$ cat src/rtl/iic_slave_regs.sv
// I2C target with an 8-bit register window. SCL/SDA are oversampled on Clk;
// writes leave as one-cycle strobes, and reads are served from Rd_data with pointer auto-increment.
module iic_slave_regs #(
  parameter logic [6:0] SLAVE_ADDR  = 7'b1110110,
  parameter int         SYNC_STAGES = 2
) (
  input  logic       Clk,
  input  logic       Reset_n,
  input  logic       SCL,
  input  logic       SDA_in,
  output logic       SDA_oe,
  output logic [7:0] Reg_addr,
  output logic [7:0] Wr_data,
  output logic       Wr_strobe,
  input  logic [7:0] Rd_data,
  output logic       Busy
);

  typedef enum logic [3:0] {
    IDLE, ADDR, ADDR_ACK, REG, REG_ACK, WDATA, WDATA_ACK, RDATA, RDATA_ACK
  } state_t;

  state_t                 state_q, state_d;
  logic [SYNC_STAGES-1:0] scl_sync_q, sda_sync_q;
  logic                   scl_prev_q, sda_prev_q;
  logic [2:0]             bit_cnt_q, bit_cnt_d;
  logic                   byte_full_q, byte_full_d;
  logic [7:0]             shift_q, shift_d;
  logic                   rw_q, rw_d;
  logic                   master_ack_q, master_ack_d;
  logic                   sda_oe_q, sda_oe_d;
  logic [7:0]             reg_addr_q, reg_addr_d;
  logic [7:0]             wr_data_q, wr_data_d;
  logic                   wr_strobe_q, wr_strobe_d;
  logic                   busy_q, busy_d;

  logic       scl_s, sda_s;
  logic       scl_rise, scl_fall, bus_start, bus_stop;
  logic [7:0] rx_byte;
  logic [2:0] tx_idx;
  logic       rx_done;

  assign scl_s     = scl_sync_q[SYNC_STAGES-1];
  assign sda_s     = sda_sync_q[SYNC_STAGES-1];
  assign scl_rise  =  scl_s & ~scl_prev_q;
  assign scl_fall  = ~scl_s &  scl_prev_q;
  // Start/stop need SCL high in both samples, so SDA edges during SCL low never qualify.
  assign bus_start = scl_s & scl_prev_q &  sda_prev_q & ~sda_s;
  assign bus_stop  = scl_s & scl_prev_q & ~sda_prev_q &  sda_s;
  assign rx_byte   = {shift_q[6:0], sda_s};
  assign tx_idx    = 3'd6 - bit_cnt_q;

  always_comb begin
    // NOTE: every _d starts from its _q so no path through this block can infer a latch.
    state_d      = state_q;
    bit_cnt_d    = bit_cnt_q;
    byte_full_d  = byte_full_q;
    shift_d      = shift_q;
    rw_d         = rw_q;
    master_ack_d = master_ack_q;
    sda_oe_d     = sda_oe_q;
    reg_addr_d   = reg_addr_q;
    wr_data_d    = wr_data_q;
    wr_strobe_d  = 1'b0;
    busy_d       = busy_q;
    rx_done      = 1'b0;

    if (wr_strobe_q) reg_addr_d = reg_addr_q + 8'd1;

    if (bus_stop) begin
      state_d  = IDLE;
      sda_oe_d = 1'b0;
      busy_d   = 1'b0;
    end else if (bus_start) begin
      state_d     = ADDR;
      sda_oe_d    = 1'b0;
      bit_cnt_d   = 3'd0;
      byte_full_d = 1'b0;
    end else begin
      if ((state_q inside {ADDR, REG, WDATA}) && scl_rise && !byte_full_q) begin
        shift_d   = rx_byte;
        bit_cnt_d = bit_cnt_q + 3'd1;
        rx_done   = (bit_cnt_q == 3'd7);
      end

      case (state_q)
        IDLE: ;
        ADDR: begin
          if (rx_done) begin
            if (rx_byte[7:1] == SLAVE_ADDR) begin
              byte_full_d = 1'b1;
              rw_d        = rx_byte[0];
            end else begin
              state_d = IDLE;
            end
          end else if (scl_fall && byte_full_q) begin
            sda_oe_d    = 1'b1;
            busy_d      = 1'b1;
            byte_full_d = 1'b0;
            state_d     = ADDR_ACK;
          end
        end
        ADDR_ACK: begin
          if (scl_fall) begin
            bit_cnt_d = 3'd0;
            if (rw_q) begin
              shift_d  = Rd_data;
              sda_oe_d = ~Rd_data[7];
              state_d  = RDATA;
            end else begin
              sda_oe_d = 1'b0;
              state_d  = REG;
            end
          end
        end
        REG: begin
          if (rx_done) begin
            reg_addr_d  = rx_byte;
            byte_full_d = 1'b1;
          end else if (scl_fall && byte_full_q) begin
            sda_oe_d    = 1'b1;
            byte_full_d = 1'b0;
            state_d     = REG_ACK;
          end
        end
        REG_ACK, WDATA_ACK: begin
          if (scl_fall) begin
            sda_oe_d  = 1'b0;
            bit_cnt_d = 3'd0;
            state_d   = WDATA;
          end
        end
        WDATA: begin
          if (rx_done) begin
            wr_data_d   = rx_byte;
            byte_full_d = 1'b1;
          end else if (scl_fall && byte_full_q) begin
            wr_strobe_d = 1'b1;
            sda_oe_d    = 1'b1;
            byte_full_d = 1'b0;
            state_d     = WDATA_ACK;
          end
        end
        RDATA: begin
          if (scl_fall) begin
            if (bit_cnt_q == 3'd7) begin
              sda_oe_d = 1'b0;
              state_d  = RDATA_ACK;
            end else begin
              bit_cnt_d = bit_cnt_q + 3'd1;
              sda_oe_d  = ~shift_q[tx_idx];
            end
          end
        end
        RDATA_ACK: begin
          if (scl_rise) begin
            master_ack_d = ~sda_s;
            reg_addr_d   = reg_addr_q + 8'd1;
          end else if (scl_fall) begin
            if (master_ack_q) begin
              shift_d   = Rd_data;
              sda_oe_d  = ~Rd_data[7];
              bit_cnt_d = 3'd0;
              state_d   = RDATA;
            end else begin
              sda_oe_d = 1'b0;
              state_d  = IDLE;
            end
          end
        end
        default: state_d = IDLE;
      endcase
    end
  end

  always_ff @(posedge Clk) begin
    if (!Reset_n) begin
      // NOTE: synchronisers reset to 1 so leaving reset looks like an idle bus, not a START.
      scl_sync_q   <= '1;
      sda_sync_q   <= '1;
      scl_prev_q   <= 1'b1;
      sda_prev_q   <= 1'b1;
      state_q      <= IDLE;
      bit_cnt_q    <= 3'd0;
      byte_full_q  <= 1'b0;
      shift_q      <= 8'd0;
      rw_q         <= 1'b0;
      master_ack_q <= 1'b0;
      sda_oe_q     <= 1'b0;
      reg_addr_q   <= 8'd0;
      wr_data_q    <= 8'd0;
      wr_strobe_q  <= 1'b0;
      busy_q       <= 1'b0;
    end else begin
      scl_sync_q   <= {scl_sync_q[SYNC_STAGES-2:0], SCL};
      sda_sync_q   <= {sda_sync_q[SYNC_STAGES-2:0], SDA_in};
      scl_prev_q   <= scl_s;
      sda_prev_q   <= sda_s;
      state_q      <= state_d;
      bit_cnt_q    <= bit_cnt_d;
      byte_full_q  <= byte_full_d;
      shift_q      <= shift_d;
      rw_q         <= rw_d;
      master_ack_q <= master_ack_d;
      sda_oe_q     <= sda_oe_d;
      reg_addr_q   <= reg_addr_d;
      wr_data_q    <= wr_data_d;
      wr_strobe_q  <= wr_strobe_d;
      busy_q       <= busy_d;
    end
  end

  assign SDA_oe    = sda_oe_q;
  assign Reg_addr  = reg_addr_q;
  assign Wr_data   = wr_data_q;
  assign Wr_strobe = wr_strobe_q;
  assign Busy      = busy_q;

endmodule

$ cat config.mk
export PLATFORM = sky130hd
export DESIGN_NAME = iic_slave_regs
export DESIGN_NICKNAME = d
export VERILOG_FILES = /design/src/rtl/iic_slave_regs.sv
export SDC_FILE = /design/constraint.sdc
export NUM_CORES = 1
export LEC_CHECK = 0
export BUFFER_PORTS_ARGS = -buffer_cell sky130_fd_sc_hd__buf_2
export CORE_MARGIN = 2
export CORE_UTILIZATION = 52
export DETAILED_ROUTE_END_ITERATION = 12
export PLACE_DENSITY = 0.79
export SLEW_MARGIN = 20
export SYNTH_ARGS = -nofsm -noshare
export SYNTH_HDL_FRONTEND = slang
export SYNTH_SLANG_ARGS = --single-unit
$ cat constraint.sdc
create_clock -name Clk -period 2.1 [get_ports Clk]
set_input_delay 0.42 -clock Clk [delete_from_list [all_inputs] [get_ports Clk]]
set_output_delay 0.42 -clock Clk [all_outputs]
set_load 0.02 [all_outputs]
==> results.ini, run 1 <==
[yosys]
async_flop_share_pct = 0
netlist.area_leader.share_pct = 33.4
synth-edff-count = 0
synth.area.top_cells = dfxtp_1, mux2i_1, nand2_1
synth_cell_types = 58
ys_ff_latch = 43
netlist.top_cell.by_area = dfxtp_1
syn_area_sq_um = 2570
ys.flop_type = dfxtp_1
ys_warn_count = 0
synthesis.nets = 310
syn_area_per_cell_sq_um = 8.73
postSynthCellCount = 295
synth.yosys.seq_area_share_pct = 33.4

[grt]
antenna_found_initial = 0
track_usage_pct = 25.4
grt_pass1_wl_mm = 10.7
overflow = 0
grt_start_max_net_pins = 27
grt_pass1_vias = 2174

[power]
power.leakage_nw = 1.27
power_density_nw_per_um2 = 576
power_switching_mw = 0.527
combPwrFrac_pct = 16.0
p_int_mw = 1.20
seq_power_share_pct = 51.3
p_clk_share_pct = 32.7
irDropWorstVdd_v = 0.000416
p_sw_share_pct = 30.4

[sta]
period_needed_ns = 2.00
setup_slack_ns = 0.102
hold_ws_ns = 0.295
hold_violations = 0
rsz0062_at_grt = no
max_slew_margin_pct = 66.9
post-route-period-util_pct = 95.1
tightest_slew_ns = 0.495
fmax_mhz = 500
tns_ns = 0
skew_ns = 0.00995
timing.final.max_slew_violations = 0
setup_viol = 0

[floorplanning]
rows = 25
pin_count = 31
die-area_sq_um = 5530
die_y_um = 74.4
die_w_um = 74.4
initial_core_util_pct = 54.2
core-area_sq_um = 4750

[placement]
pre_cts_ws_ns = 0.0978
gp_congestion = 0.883
dpl.hpwl_mm = 4.77
portBuffers = 30

[flow_run]
drv_cap = 0

[detailed_routing]
drc_errors = 0
drt.antenna.violating_nets = 0
viasPerCell = 6.10
wl_per_cell_um = 16.8
vias = 2464
drt_wl_total_mm = 6.77
drtIter0Drc = 370
first_pass_iters = 5

[clock_tree]
cts_setup_buffers = 0
holdBufCountCts = 0
post_cts_resized = 0
numClockSinks = 43
clk_pin_slew_worst_paths_ns = 0.09
clockRootBuffer = clkbuf_8
htree_levels = 2
worstSkewPairLatency_ns = 0.31
cts.path.max_buffers = 2
cts_buffers = 5
cts_tree = built

[finish]
register_area_sq_um = 865
final_common_cell = dfxtp_1
final_cell_mix = dfxtp_1, nand2_1, buf_2
nets = 351
nFillCells = 408
multi_input_comb_area_sq_um = 1600
syn_to_final_growth_pct = 16.8
drive_above_1_share_pct = 22.6
n_antenna_cell = 0

[critical_path]
arrival_ns = 2.20
end_kind = flop
start_kind = flop
path_class = flop to flop
cp.required_ns = 2.30
crit_fanout = 4

[min_path]
hold_path_class = input pin to flop

[outcome]
status = finished, final reports clean

==> path summary, 6_finish.rpt <==
path / start / end / slack (ns) / cells after the start
worst min-delay path: SDA_in / sda_sync_q[0] / 0.30 / 2
worst max register to register: bit_cnt_q[0] / state_q[0] / 0.10 / 7
worst min register to register: scl_sync_q[0] / scl_sync_q[1] / 0.41 / 1
worst max-delay path: bit_cnt_q[0] / state_q[0] / 0.10 / 7
==> cell usage after synthesis (all sizes together) (7+ instances only) <==
| cell | instances |
|---|---|
| nor2 | 12 |
| o211a | 10 |
| nor2b | 15 |
| dfxtp | 43 |
| nand4 | 9 |
| o21ai | 13 |
| inv | 10 |
| nor3 | 9 |
| buf | 10 |
| nand2 | 31 |
| nand2b | 10 |
| xor2 | 7 |
| nand3 | 13 |
| clkbuf | 10 |
| mux2i | 20 |
==> power groups by stage <==
stage	clock network [mW]	registers, mW	logic, mW
final	0.567	0.889	0.277
after global routing	0.612	0.895	0.299
after CTS	0.580	0.885	0.272
after detailed placement	0	0.903	0.270
after global placement	0	0.903	0.268
after floorplan	0	0.864	0.223
==> flip-flops by register name (all words and copies together) (netlist names), 2 cells and up <==
name	flops
scl_sync_q	2
sda_sync_q	2
Reg_addr	8
Wr_data	8
shift_q	8
state_q	4
bit_cnt_q	3
==> stage by stage <==
stage | power, mW | cells | util [%] | area [sq um]
3_3_place_gp | 1.17 | 396 | 61.1 | 2910
3_5_place_dp | 1.17 | 396 | 61.1 | 2910
2_1_floorplan | 1.09 | 295 | - | 2570
5_1_grt | 1.81 | 404 | 63.2 | 3010
6_report | 1.73 | 404 | 63.2 | 3010
4_1_cts | 1.74 | 404 | 63.1 | 3000
==> routing by layer <==
layer  global-route usage [%]  vias to the layer above  part of all wire [%]
met5                        0                        -                     0
met4                     11.5                        0                   3.4
met3                     5.01                       26                   6.5
met2                     39.6                      114                    46
met1                     33.9                     1154                    44
li1                         -                     1170                     -
==> cell type report <==
cell class	instances	area share, %
Sequential cell	43	28.8
Multi-Input combinational cell	222	53.1
Tap cell	67	2.79
Clock inverter	3	0.874
Timing Repair Buffer	54	11.0
Clock buffer	5	2.29
Inverter	10	1.25
==> logic make-up after synthesis <==
family / count (synthesis) / share of synthesized area [%]
adders and majority gates: 3 / 1.46
muxes: 23 / 9.96
and+or+nand+nor: 115 / 26.0
AOI/OAI and AO/OA: 69 / 20.2
buffers and inverters: 30 / 4.91
xor gates and xnor gates: 12 / 4.08
DFF: 43 / 33.4
==> critical path, cell delays in order (launching register included) <==
cell	delay, ns
dfxtp_1	0.35
ha_1	0.15
ha_1	0.21
nand4bb_4	0.16
nor3_4	0.26
a221oi_2	0.11
nor3_2	0.31
mux2_1	0.34
(Power assumes the default switching activity.)
==> inputs of run 2 (changes only) <==
- ABC_AREA: unset -> 1
- CORE_UTILIZATION: 52 -> 53
- PLACE_DENSITY: 0.79 -> 0.8
==> results.ini, run 2 <==
[outcome]
status = finished, final reports clean

[yosys]
ys.flop_type = dfxtp_1
ys_warn_count = 0
synthesis.nets = 476
synth_commonest_cells = nand2_1, inv_1, nor2_1
ys_ff_latch = 43
synth.yosys.seq_area_share_pct = 30.7
synth.area.top_cells = dfxtp_1, nand2_1, inv_1
synth_cell_types = 35
syn_area_sq_um = 2810
netlist.area_leader.share_pct = 30.7
async_flop_share_pct = 0
syn_area_per_cell_sq_um = 6.09
synth-edff-count = 0
netlist.top_cell.by_area = dfxtp_1
synth_most_common_cell = nand2_1
postSynthCellCount = 461

[floorplanning]
die-area_sq_um = 5890
core-area_sq_um = 5110
pin_count = 31
initial_core_util_pct = 54.9
die_y_um = 76.8
rows = 26
die_w_um = 76.8

[sta]
post-route-period-util_pct = 86.0
max_slew_margin_pct = 66.7
hold_ws_ns = 0.302
hold_violations = 0
tightest_slew_ns = 0.497
tns_ns = 0
timing.final.max_slew_violations = 0
skew_ns = 0.00549
setup_viol = 0
fmax_mhz = 554
rsz0062_at_grt = no
period_needed_ns = 1.81

[placement]
portBuffers = 30
dpl.hpwl_mm = 5.40
gp_congestion = 0.951

[power]
p_clk_share_pct = 33.5
seq_power_share_pct = 39.7
irDropWorstVdd_v = 0.000404
power_switching_mw = 0.770
power.leakage_nw = 1.60
p_int_mw = 1.54
p_sw_share_pct = 33.3
combPwrFrac_pct = 26.8
power_density_nw_per_um2 = 729

[clock_tree]
numClockSinks = 43
cts.path.max_buffers = 2
clk_pin_slew_worst_paths_ns = 0.08
cts_setup_buffers = 0
holdBufCountCts = 0
worstSkewPairLatency_ns = 0.30
htree_levels = 2
post_cts_resized = 0
cts_tree = built
clockRootBuffer = clkbuf_8
cts_buffers = 5

[grt]
antenna_found_initial = 0
grt_start_max_net_pins = 19
track_usage_pct = 25.8
grt_pass1_wl_mm = 12.5
grt_pass1_vias = 2797
overflow = 0

[flow_run]
drv_cap = 0

[min_path]
hold_path_class = input pin to flop

[detailed_routing]
wl_per_cell_um = 12.9
first_pass_iters = 5
vias = 3014
drtIter0Drc = 227
drc_errors = 0
viasPerCell = 5.33
drt_wl_total_mm = 7.32
drt.antenna.violating_nets = 0

[critical_path]
start_kind = flop
arrival_ns = 2.00
cp.required_ns = 2.29
crit_fanout = 16
path_class = flop to flop
end_kind = flop

[finish]
n_antenna_cell = 0
nFillCells = 498
nets = 510
drive_above_1_share_pct = 14.7
final_common_cell = nand2_1
syn_to_final_growth_pct = 13.0
final_cell_mix = nand2_1, inv_1, nor2_1

run 2: layout make-up:
cell class,instances,area [sq um],area share [%]
Clock buffer,6,72.6,2.29
Inverter,67,262,8.25
Tap cell,70,87.6,2.76
Timing Repair Buffer,36,195,6.16
Multi-Input combinational cell,342,1630,51.5
Clock inverter,2,60.1,1.89
Sequential cell,43,861,27.2
run 2: power by group through the flow:
stage | clock network, mW | logic, mW | registers, mW
6_report | 0.774 | 0.619 | 0.918
5_1_grt | 0.814 | 0.695 | 0.928
4_1_cts | 0.785 | 0.604 | 0.917
3_5_place_dp | 0 | 0.599 | 0.935
3_3_place_gp | 0 | 0.590 | 0.935
2_1_floorplan | 0 | 0.478 | 0.925
run 2: metal layers:
| metal | share of wire [%] | GRT usage, % | up-vias |
|---|---|---|---|
| met5 | 0 | 0 | - |
| met4 | 2.1 | 12.2 | 0 |
| met3 | 7.6 | 4.82 | 16 |
| met2 | 46 | 43.1 | 124 |
| met1 | 44 | 31.9 | 1342 |
| li1 | - | - | 1532 |
run 2: worst paths after layout:
path / endpoint / slack (ns) / depth (start not counted) / start
setup / recovery: Wr_data[6] / 0.29 / 7 / bit_cnt_q[0]
setup reg to reg: Wr_data[6] / 0.29 / 7 / bit_cnt_q[0]
hold / removal: scl_sync_q[0] / 0.30 / 2 / SCL
hold reg to reg: sda_sync_q[1] / 0.42 / 1 / sda_sync_q[0]
run 2: cell families (layout without fill, tap and decap cells):
family | Yosys count | in the layout | synth area share [%]
flip-flops | 43 | 43 | 30.7
AO/OA/AOI/OAI | 68 | 68 | 13.4
XOR/XNOR | 1 | 1 | 0.312
AND/OR/NAND/NOR | 270 | 270 | 43.1
buffers and inverters | 76 | 111 | 11.2
adder cells (fa/ha/maj) | 3 | 3 | 1.34
run 2: per-stage QoR:
stage	worst slack [ns]	utilization [%]	instances	cell area, sq um	power, mW
6_report	0.294	62.1	566	3170	2.31
5_1_grt	0.0878	62.1	566	3170	2.44
4_1_cts	0.309	62.1	566	3170	2.31
3_5_place_dp	0.318	59.5	558	3040	1.53
3_3_place_gp	0.395	59.5	558	3040	1.52
2_1_floorplan	0.531	-	461	2810	1.40
run 2: critical path, cell delays in order (launching register included):
cell     delay, ns
dfxtp_1       0.49
ha_1          0.20
ha_1          0.27
nand3_4       0.22
inv_6         0.14
nand2_4       0.13
a21oi_1       0.19
nor2_1        0.05
